==> src/rtl/gray_code_tx.sv <==
// gray_code_tx
//   Binary-to-Gray transmitter feeding a Gray decoder, an external pin or a
//   CDC path where single-bit-change codes are required.
//   Convert mode (mode=0): accepts binary words on a valid/ready input and
//   presents them Gray-coded one cycle later.
//   Count mode (mode=1): emits gray(cnt) from an internal up/down counter.
//   Output is a single registered valid/ready slot.
//
// Ports
//   clk        sole clock, rising edge
//   rst        asynchronous, active-high reset
//   en         block enable; 0 = nothing new accepted or generated
//   mode       0 = convert, 1 = count
//   dir        count direction, 0 = up, 1 = down
//   load       load internal counter from load_val (priority over advance)
//   load_val   counter load value (binary)
//   in_valid   upstream word valid (convert mode)
//   in_data    upstream binary word
//   in_ready   block can take in_data this cycle (combinational)
//   out_valid  out_gray holds a word not yet accepted
//   out_gray   Gray-coded output word
//   out_ready  downstream accepts out_gray this cycle
//   wrap       one-cycle pulse after the counter wraps
module gray_code_tx #(
  parameter int WIDTH = 8
) (
  input  logic             clk,
  input  logic             rst,
  input  logic             en,
  input  logic             mode,
  input  logic             dir,
  input  logic             load,
  input  logic [WIDTH-1:0] load_val,
  input  logic             in_valid,
  input  logic [WIDTH-1:0] in_data,
  output logic             in_ready,
  output logic             out_valid,
  output logic [WIDTH-1:0] out_gray,
  input  logic             out_ready,
  output logic             wrap
);

  localparam logic [WIDTH-1:0] CNT_ONE = {{(WIDTH-1){1'b0}}, 1'b1};

  logic [WIDTH-1:0] cnt;
  logic             slot_free;
  logic             accept;
  logic             advance;
  logic             wrap_next;

  function automatic logic [WIDTH-1:0] gray(input logic [WIDTH-1:0] b);
    return b ^ (b >> 1);
  endfunction

  // The output register can take a new word if it is empty or is being
  // drained this very cycle.
  assign slot_free = !out_valid || out_ready;

  // in_ready is the only combinational input-to-output path; it is forced
  // low during reset so nothing is handshaken while the block is cleared.
  assign in_ready  = !rst && !mode && en && slot_free;
  assign accept    = in_valid && in_ready;

  // Load takes priority over advance: the cycle spent loading emits nothing.
  assign advance   = mode && en && slot_free && !load;

  // Wrap is decided on the pre-update counter value, so the registered pulse
  // appears in the cycle after the counter rolls over.
  assign wrap_next = advance && (dir ? (cnt == '0) : (cnt == '1));

  // NOTE: sequential state uses non-blocking assignments only, so every
  // register samples pre-edge values regardless of statement order.
  always_ff @(posedge clk or posedge rst) begin
    if (rst) begin
      out_valid <= 1'b0;
      out_gray  <= '0;
      cnt       <= '0;
      wrap      <= 1'b0;
    end else begin
      // Output slot: a held word (valid && !ready) is never overwritten
      // because accept/advance both require slot_free.
      if (accept) begin
        out_gray  <= gray(in_data);
        out_valid <= 1'b1;
      end else if (advance) begin
        out_gray  <= gray(cnt);
        out_valid <= 1'b1;
      end else if (out_ready) begin
        out_valid <= 1'b0;
      end

      if (load) begin
        cnt <= load_val;
      end else if (advance) begin
        cnt <= dir ? (cnt - CNT_ONE) : (cnt + CNT_ONE);
      end

      wrap <= wrap_next;
    end
  end

endmodule
==> config.mk <==
export PLATFORM = sky130hd
export DESIGN_NAME = gray_code_tx
export DESIGN_NICKNAME = d
export VERILOG_FILES = /design/src/rtl/gray_code_tx.sv
export SDC_FILE = /design/constraint.sdc
export NUM_CORES = 1
export LEC_CHECK = 0
export ABC_AREA = 1
export CAP_MARGIN = 20
export CORE_MARGIN = 1
export CORE_UTILIZATION = 45
export DETAILED_ROUTE_END_ITERATION = 8
export PLACE_DENSITY = 0.8
export SETUP_SLACK_MARGIN = 0.3
export SLEW_MARGIN = 20
export SYNTH_ARGS = -nofsm -noshare
export SYNTH_HDL_FRONTEND = slang
export SYNTH_SLANG_ARGS = --single-unit
export TNS_END_PERCENT = 100
==> constraint.sdc <==
create_clock -name clk -period 2.3 [get_ports clk]
set_input_delay 0.23 -clock clk [delete_from_list [all_inputs] [get_ports clk]]
set_output_delay 0.23 -clock clk [all_outputs]
set_load 0.01 [all_outputs]
Word-level counts from Yosys, hierarchy flattened
Index checks and enable logic that the tools add are counted.
- register bits: 18
- latch bits: 0
- memory bits (writable): 0
- memory bits (read-only): 0
- input port bits: 24
- word-level logic and storage cells: 35
- memories: 0
- add/subtract/negate cells: 2
- multipliers: 0
- divide/modulo/power cells: 0
- order comparisons: 0
- eq/ne operators: 1
- shift-type cells: 0
- mux-type cells: 9
- bitwise operators: 2
- reduce and logical (&&, ||, !) cells: 17
- operators by type and width (operator ; count):
    2-to-1 mux 8 bit ; 5
    bitwise XOR 8 x 7 -> 8 bit ; 2
    adder 8 x 1 -> 8 bit, second input constant ; 1
    equality test 8 bit, second input constant ; 1
    logical AND 1 bit ; 8
    zero test 8 bit ; 1
    subtractor 8 x 1 -> 8 bit, second input constant ; 1
    zero test 1 bit ; 4
    2-to-1 mux 1 bit ; 4
    nonzero test 2 bit ; 2
    nonzero test 3 bit ; 1
    logical OR 1 bit ; 1

Depth between registers and ports, before layout
Gate-level depths: netlist of the first run.
- depth after elaboration: 6
- mapped depth: 9

Least setup slack after synthesis of the first run
Ideal clock, no wire load.
- path type: register to register
- start: register cnt[0]
- end: register cnt[6]
- arrival: 1.367 ns
- data required time: 2.183 ns
- slack: 0.816 ns
- cell stages (with the launch flop): 10
- cells stage by stage: dfrtp_1 inv_1 fa_1 nand3b_1 nand2_1 nand3_1 nand2_1 nand2_1 nand3_1 nand2_1
- cells in the longest elaborated chain, start to end: 4
- RTL lines (element ; RTL line ; RTL):
    from (decl) ; 45 ; logic [WIDTH-1:0] cnt;
    from (signal assigned) ; 93 ; cnt <= load_val;
    from (signal assigned) ; 95 ; cnt <= dir ? (cnt - CNT_ONE) : (cnt + CNT_ONE);
    adder 8 x 1 -> 8 bit / subtractor 8 x 1 -> 8 bit (equally long branches) ; 95 ;
    2-to-1 mux 8 bit (*) ; 95 ;
    2-to-1 mux 8 bit (*) ; 94 ; end else if (advance) begin
    2-to-1 mux 8 bit (*) ; 92 ; if (load) begin
Every way passes the cells marked *; elsewhere a longest branch is shown, timed or not. The select of a mux whose other input is x is not followed.
A chain may end at the register's enable or synchronous reset.

Final worst setup path of the first run
- start: input mode
- end: output in_ready
- cells in the longest elaborated chain, start to end: 4
- RTL lines (element ; RTL line ; RTL):
    from (decl) ; 30 ; input logic mode,
    zero test 1 bit ; 61 ; assign in_ready = !rst && !mode && en && slot_free;
    logical AND 1 bit (3 in series) ; 61 ;
    to (decl) ; 36 ; output logic in_ready,
Every way passes these cells.

==> flow_summary.rst, run 1 <==
.. list-table::
   :header-rows: 1

   * - Metric
     - Value
   * - Highest clock frequency the design can meet
     - 526 MHz
   * - Total of buffers placed on input and output ports
     - 34
   * - Max-cap violation count
     - 0
   * - Die X
     - 57.1 um
   * - Worst Setup Slack, final
     - 400 ps
   * - Net count after synthesis
     - 212
   * - Fraction of synthesized cell area taken by the top area cell type
     - 0.330
   * - Gate count after technology mapping
     - 173
   * - Number of placed I/O pins
     - 35
   * - Overall die area
     - 3250 um2
   * - Die H
     - 57.1 um
   * - Violations in the final reports
     - DRC
   * - Arrival time of data at the critical path endpoint
     - 1670 ps
   * - Actual transition at the worst max-transition pin
     - 688 ps
   * - Fraction of layout instances using a drive strength above 1
     - 0.0660
   * - GPL Wtd Cong
     - 0.957
   * - DR pass1 iterations
     - 7
   * - Via/cell ratio
     - 5.43
   * - Post-route minimum period
     - 1900 ps
   * - Clock Sink Count
     - 18
   * - Start point of the critical path
     - mode
   * - Final total negative setup slack
     - 0 ps
   * - Library cell with the largest summed area after synthesis
     - dfrtp_1
   * - Via count of the routed design
     - 1320
   * - Final Max Slew Viols
     - 0
   * - Vias in the first global route
     - 1327
   * - Post-CTS repair timing setup buffer count
     - 0
   * - Post-detail-place hpwl
     - 2640 um
   * - Result of the run
     - complete, but fails checks
   * - Initial standard-cell utilization of the core
     - 0.486
   * - Standby leakage power
     - 0.881 nW
   * - Total global routing overflow
     - 0
   * - N_diodes
     - 0
   * - Overall power of the completed layout
     - 0.00110 W
   * - Clock share of power
     - 0.188
   * - Worst Hold Class
     - input pin to asynchronous set/reset pin
   * - Proportion of synthesized flip-flops having asynchronous set or reset
     - 1.00
   * - Net switching power
     - 0.000396 W
   * - Global-route wire length before repair
     - 5660 um
   * - Dominant cell type by count on the critical path
     - clkdlybuf4s50_1
   * - Most used standard cell by instance count after synthesis
     - nand2_1
   * - Row Count
     - 19
   * - Synth-to-Final Area Change
     - 30.7%
   * - Capture point of the worst path
     - in_ready
   * - Number of cell instances on the worst register-to-register path
     - 9
   * - Setup repair after global routing missed its margin
     - no
   * - Startpoint class of the critical path
     - input pin
   * - Final Net Count
     - 252
   * - Count of final hold-check violations
     - 0
   * - Count of instances resized after the clock tree is built
     - 0
   * - Part of the cycle the worst path needs
     - 0.826
   * - Category of the worst setup path capture point
     - output port
   * - Sequential element share of the synthesized area
     - 0.330
   * - Synthesized flop and latch total
     - 18
   * - Average wire length per cell after detail routing
     - 13.7 um
   * - Number of antenna violations at the first check in global routing
     - 0
   * - Netlist area before placement
     - 1360 um2
   * - CTS hold repair buffers
     - 0
   * - Crit Reg-Reg Startpoint
     - cnt[1]$_DFFE_PP0P_
   * - Worst vdd ir
     - 0.000409 V
   * - Max stage delay cell, worst path
     - clkdlybuf4s50_1
   * - Worst clock skew on the final layout
     - 8.53 ps
   * - DRC violation total after the first TritonRoute iteration
     - 63
   * - Capturing point of the worst reg2reg path
     - cnt[6]$_DFFE_PP0P_
   * - Share of total power consumed by net switching
     - 0.359
   * - Root buffer selected by CTS
     - clkbuf_4
   * - TritonCTS clock tree
     - built
   * - CTS buffer count
     - 3
   * - Max H-tree Level
     - 1
   * - Cell-by-cell listing of the critical path
     - clkdlybuf4s50_1, nor2_2, and3_2, clkdlybuf4s50_1
   * - Final setup violation count
     - 0
   * - Mean post-synth cell area
     - 7.88 um2
   * - Remaining routing DRC violations
     - 4
   * - Core area
     - 2810 um2
   * - Most instantiated flip-flop cell in the synthesis netlist
     - dfrtp_1
   * - Worst slew slack as a fraction of its limit
     - 0.541
   * - Internal cell power
     - 0.000709 W
   * - Share of total power in combinational logic
     - 0.419
   * - Cells taking the most area after synthesis
     - dfrtp_1 33%, ha_1 13%, nand2_1 12%
   * - Largest net degree at the start of global routing
     - 19
   * - Number of distinct library cell variants in the gate-level netlist after synthesis
     - 26
   * - Pre-CTS setup slack
     - 283 ps
   * - Max Root-Sink Buffers
     - 2
   * - Req. time, crit path
     - 2070 ps
   * - Commonest cells in the netlist
     - 45 x nand2_1, 23 x inv_1, 18 x dfrtp_1
   * - Crit path largest cell delay
     - 550 ps
   * - Antenna-violating nets left
     - 0
   * - Aggregate routed wire length
     - 3330 um
   * - Power per unit of standard cell area
     - 620 nW/um2
   * - Slack of the worst reg-to-reg path
     - 590 ps
   * - Number of synthesized flops with an enable pin
     - 0
   * - Overall fraction of global-route tracks in use
     - 0.227
   * - Start-to-end type of the worst setup path
     - input pin to output port
   * - Skew-Pair Late Insertion Delay
     - 310 ps
   * - Critical Path Fanout Max
     - 4
   * - Fraction of power consumed by sequential logic
     - 0.394
   * - Clock-pin slew of the registers on the worst-case setup and hold paths
     - 120 ps
   * - Yosys warnings
     - 0
==> flip-flops by register name, summed over array words and instances (netlist names) <==
| signal | cells |
|---|---|
| out_gray | 8 |
| cnt | 8 |
| wrap | 1 |
| out_valid | 1 |
==> critical path: cells and delay by family <==
family                 cells  cell delay (ps)
buffers and inverters      2             1050
and+or+nand+nor            2              400
==> per-stage QoR <==
| step | instances | hold WS, ps | area, um2 | util |
|---|---|---|---|---|
| 2_1_floorplan | 173 | 169 | 1360 | - |
| 3_3_place_gp | 239 | 470 | 1750 | 0.623 |
| 3_5_place_dp | 239 | 476 | 1750 | 0.623 |
| 4_1_cts | 243 | 402 | 1780 | 0.636 |
| 5_1_grt | 243 | 463 | 1780 | 0.636 |
| 6_report | 243 | 370 | 1780 | 0.636 |
==> worst min-delay path by stage <==
stage	cells after the start	to	from	slack, ps
final	2	wrap$_DFF_PP0_	rst	370
after global routing	2	cnt[0]$_DFFE_PP0P_	rst	460
after CTS	2	out_gray[7]$_DFFE_PP0P_	rst	400
after detailed placement	2	out_gray[5]$_DFFE_PP0P_	out_gray[5]$_DFFE_PP0P_	480
after global placement	2	out_gray[3]$_DFFE_PP0P_	out_gray[3]$_DFFE_PP0P_	470
after floorplan	1	cnt[0]$_DFFE_PP0P_	rst	170
==> metal layers <==
| metal | track usage | vias up | routed length (um) |
|---|---|---|---|
| met5 | 0 | - | 0 |
| met4 | 0.0941 | 0 | 63 |
| met3 | 0.0476 | 7 | 222 |
| met2 | 0.375 | 53 | 1560 |
| met1 | 0.289 | 613 | 1480 |
| li1 | - | 647 | - |
==> final cells by class <==
cell class / count / area [um2]
multi-input combinational: 129 / 808
sequential: 18 / 450
tap: 31 / 38.8
timing repair buffer: 36 / 355
inverter: 25 / 93.8
fill: 262 / 1020
clock buffer: 4 / 36.3
==> cells by family (layout without fill, tap and decap cells) <==
kind of cell	after synthesis	in the layout	share of synthesized area
compound gates	29	29	0.126
flops	18	18	0.330
buf+inv	26	65	0.0771
simple gates	73	73	0.247
xor+xnor	12	12	0.0771
fa+ha+maj	15	15	0.143
==> cells in the final DEF (no fill, tap or decap), types with 2 or more instances in the layout <==
cell             count
a41oi_1              2
xnor2_1              6
nand2_1             45
nand2_2              2
clkdlybuf4s50_1     34
ha_1                14
o21ai_1              4
inv_1               23
nor2_1               7
nand3b_1             2
a21oi_1              4
a31oi_1              2
xor2_1               6
buf_4                2
clkbuf_4             3
inv_2                2
o211ai_1             5
o21ai_0             11
dfrtp_1             18
nand3_1             11
==> power groups by stage <==
| stage | Combinational, W | Sequential (W) | Clock [W] |
|---|---|---|---|
| floorplan | 0.000242 | 0.000449 | 0 |
| global placement | 0.000450 | 0.000437 | 0 |
| detailed placement | 0.000460 | 0.000441 | 0 |
| CTS | 0.000466 | 0.000435 | 0.000212 |
| global route | 0.000520 | 0.000444 | 0.000224 |
| finish | 0.000463 | 0.000435 | 0.000207 |
(Power assumes the default switching activity.)
==> inputs of run 2 (changes only) <==
- clock period: 2.3 -> 1.9 ns (I/O delays scaled with it)
==> flow_summary.rst, run 2 (synthesized netlist as in run 1, its figures left out) <==
.. list-table::
   :header-rows: 1

   * - Metric
     - Value
   * - Actual transition at the worst max-transition pin
     - 306 ps (-382 ps)
   * - Start-to-end type of the worst setup path
     - flop to output port
   * - Fraction of power consumed by sequential logic
     - 0.373 (-0.021)
   * - Capture point of the worst path
     - in_ready
   * - Number of filler cells placed in the layout
     - 255 (-2.7%)
   * - Overall die area
     - 3250 um2 (unchanged)
   * - DR pass1 iterations
     - 6 (-1)
   * - Multi-input gate area
     - 846 um2 (+4.6%)
   * - Worst vdd ir
     - 0.000531 V (+30%)
   * - Max-cap violation count
     - 0 (unchanged)
   * - Req. time, crit path
     - 1710 ps (-360 ps)
   * - Capturing point of the worst reg2reg path
     - cnt[6]$_DFFE_PP0P_
   * - Vias in the first global route
     - 1364 (+2.8%)
   * - Initial standard-cell utilization of the core
     - 0.486 (unchanged)
   * - Clock Sink Count
     - 18 (unchanged)
   * - Part of the cycle the worst path needs
     - 0.803
   * - Antenna-violating nets left
     - 0 (unchanged)
   * - Final Net Count
     - 263 (+4.4%)
   * - TritonCTS clock tree
     - built
   * - Aggregate routed wire length
     - 3520 um (+5.8%)
   * - Clock-pin slew of the registers on the worst-case setup and hold paths
     - 120 ps (about the same)
   * - Fraction of layout instances using a drive strength above 1
     - 0.143 (+0.0775)
   * - Largest net degree at the start of global routing
     - 19 (unchanged)
   * - N_diodes
     - 0 (unchanged)
   * - Core area
     - 2810 um2 (unchanged)
   * - Count of final hold-check violations
     - 0 (unchanged)
   * - DRC violation total after the first TritonRoute iteration
     - 64 (+1.6%)
   * - Total of buffers placed on input and output ports
     - 34 (unchanged)
   * - Slack of the worst reg-to-reg path
     - 390 ps (-200 ps)
   * - Share of total power in combinational logic
     - 0.447 (+0.028)
   * - Highest clock frequency the design can meet
     - 656 MHz
   * - Start point of the critical path
     - out_valid$_DFFE_PP0P_
   * - Critical Path Fanout Max
     - 5 (+1)
   * - CTS hold repair buffers
     - 0 (unchanged)
   * - Share of total power consumed by net switching
     - 0.355 (-0.00316)
   * - Post-route worst hold slack
     - 245 ps (-125 ps)
   * - Net switching power
     - 0.000497 W (+26%)
   * - Via count of the routed design
     - 1327 (+0.53%)
   * - Overall fraction of global-route tracks in use
     - 0.231 (+0.00422)
   * - Result of the run
     - complete, but fails checks
   * - Max H-tree Level
     - 1 (unchanged)
   * - Average wire length per cell after detail routing
     - 13.9 um (+1.3%)
   * - Worst Hold Class
     - input pin to asynchronous set/reset pin
   * - Worst clock skew on the final layout
     - 7.97 ps (-0.557 ps)
   * - Max Root-Sink Buffers
     - 2 (unchanged)
   * - Die H
     - 57.1 um (unchanged)
   * - Arrival time of data at the critical path endpoint
     - 1340 ps (-330 ps)
   * - Commonest cells after routing, fill and taps aside
     - 44 x nand2_1, 32 x clkdlybuf4s50_1, 21 x inv_1, 18 x dfrtp_1
   * - Post-route minimum period
     - 1530 ps
   * - Root buffer selected by CTS
     - clkbuf_4
   * - Overall power of the completed layout
     - 0.00140 W (+27%)
   * - Number of placed I/O pins
     - 35 (unchanged)
   * - Power per unit of standard cell area
     - 733 nW/um2 (+18%)
   * - Via/cell ratio
     - 5.22 (-3.8%)
   * - Category of the worst setup path capture point
     - output port
   * - Global-route wire length before repair
     - 5790 um (+2.3%)
   * - GPL Wtd Cong
     - 0.910 (-4.9%)
   * - Die X
     - 57.1 um (unchanged)
   * - Setup repair after global routing missed its margin
     - no
   * - Register area
     - 450 um2 (unchanged)
   * - Remaining routing DRC violations
     - 4 (unchanged)
   * - Final Max Slew Viols
     - 0 (unchanged)
   * - Clock share of power
     - 0.181 (-0.007)
   * - Row Count
     - 19 (unchanged)
   * - Regs by FF count
     - cnt (8), out_gray (8)
   * - Skew-Pair Late Insertion Delay
     - 310 ps (about the same)
   * - Number of antenna violations at the first check in global routing
     - 0 (unchanged)
   * - Standby leakage power
     - 0.944 nW (+7.1%)
   * - Violations in the final reports
     - DRC
   * - Worst slew slack as a fraction of its limit
     - 0.795 (+0.255)
   * - Final setup violation count
     - 0 (unchanged)
   * - Crit Reg-Reg Startpoint
     - cnt[3]$_DFFE_PP0P_
   * - Internal cell power
     - 0.000902 W (+27%)
   * - CTS buffer count
     - 3 (unchanged)
   * - Total global routing overflow
     - 0 (unchanged)
   * - Most common cell after layout, fill and taps aside
     - nand2_1
   * - Synth-to-Final Area Change
     - 39.9%
   * - Startpoint class of the critical path
     - flop
   * - Number of cell instances on the worst register-to-register path
     - 7 (-2)
   * - Core Util, Final
     - 0.680 (+0.0446)
   * - Post-detail-place hpwl
     - 2760 um (+4.8%)
==> run 2: changes by cell type in the layout (fill, tap and decap cells not counted), sizes merged <==
cell and change:
clkdlybuf4s50 -2, dlymetal6s2s +1, buf +11, dlygate4sd2 +1
==> run 2: repair_timing <==
action                                 in CTS  in global routing
gates resized for setup                     2                  9
setup endpoints to repair                   2                  4
setup buffers                               2                  2
endpoints found under the hold margin       0                  0
==> run 2: worst max-delay path: stages (launching register included) <==
cell           delay [ps]
dfrtp_1               400
nand2_2               140
and3_4                220
dlygate4sd2_1         270
==> run 2: worst min path at each step <==
| stage | from | slack, ps | depth (start not counted) | endpoint |
|---|---|---|---|---|
| floorplan | rst | 130 | 1 | cnt[0]$_DFFE_PP0P_ |
| global placement | out_gray[5]$_DFFE_PP0P_ | 470 | 2 | out_gray[5]$_DFFE_PP0P_ |
| detailed placement | out_gray[5]$_DFFE_PP0P_ | 470 | 2 | out_gray[5]$_DFFE_PP0P_ |
| CTS | rst | 260 | 3 | wrap$_DFF_PP0_ |
| global route | rst | 260 | 3 | wrap$_DFF_PP0_ |
| finish | rst | 240 | 3 | wrap$_DFF_PP0_ |
==> run 2: power groups by stage <==
| stage | combinational [W] | clock [W] | sequential [W] |
|---|---|---|---|
| floorplan | 0.000293 | 0 | 0.000543 |
| finish | 0.000625 | 0.000253 | 0.000521 |
| detailed placement | 0.000583 | 0 | 0.000530 |
| CTS | 0.000600 | 0.000258 | 0.000518 |
| global route | 0.000695 | 0.000271 | 0.000532 |
| global placement | 0.000569 | 0 | 0.000528 |
==> run 2: metrics by stage <==
step / std cells / setup WS (ps) / instance area (um2) / setup TNS, ps
3_5_place_dp: 246 / -3.10 / 1800 / -4.51
4_1_cts: 252 / 329 / 1850 / 0
3_3_place_gp: 246 / 50.7 / 1800 / 0
5_1_grt: 254 / 302 / 1910 / 0
6_report: 254 / 375 / 1910 / 0
2_1_floorplan: 173 / 416 / 1360 / 0
==> run 2: final cells by class <==
| class | count | share of cell area |
|---|---|---|
| Clock buffer | 4 | 0.0190 |
| Sequential cell | 18 | 0.236 |
| Timing Repair Buffer | 47 | 0.232 |
| Multi-Input combinational cell | 129 | 0.443 |
| Inverter | 25 | 0.0492 |
| Tap cell | 31 | 0.0203 |
==> run 2: per-layer routing <==
layer | vias up | wire length [um] | track usage
li1 | 669 | - | -
met1 | 616 | 1620 | 0.297
met2 | 40 | 1710 | 0.405
met3 | 2 | 165 | 0.0317
met4 | 0 | 21 | 0.0662
met5 | - | 0 | 0
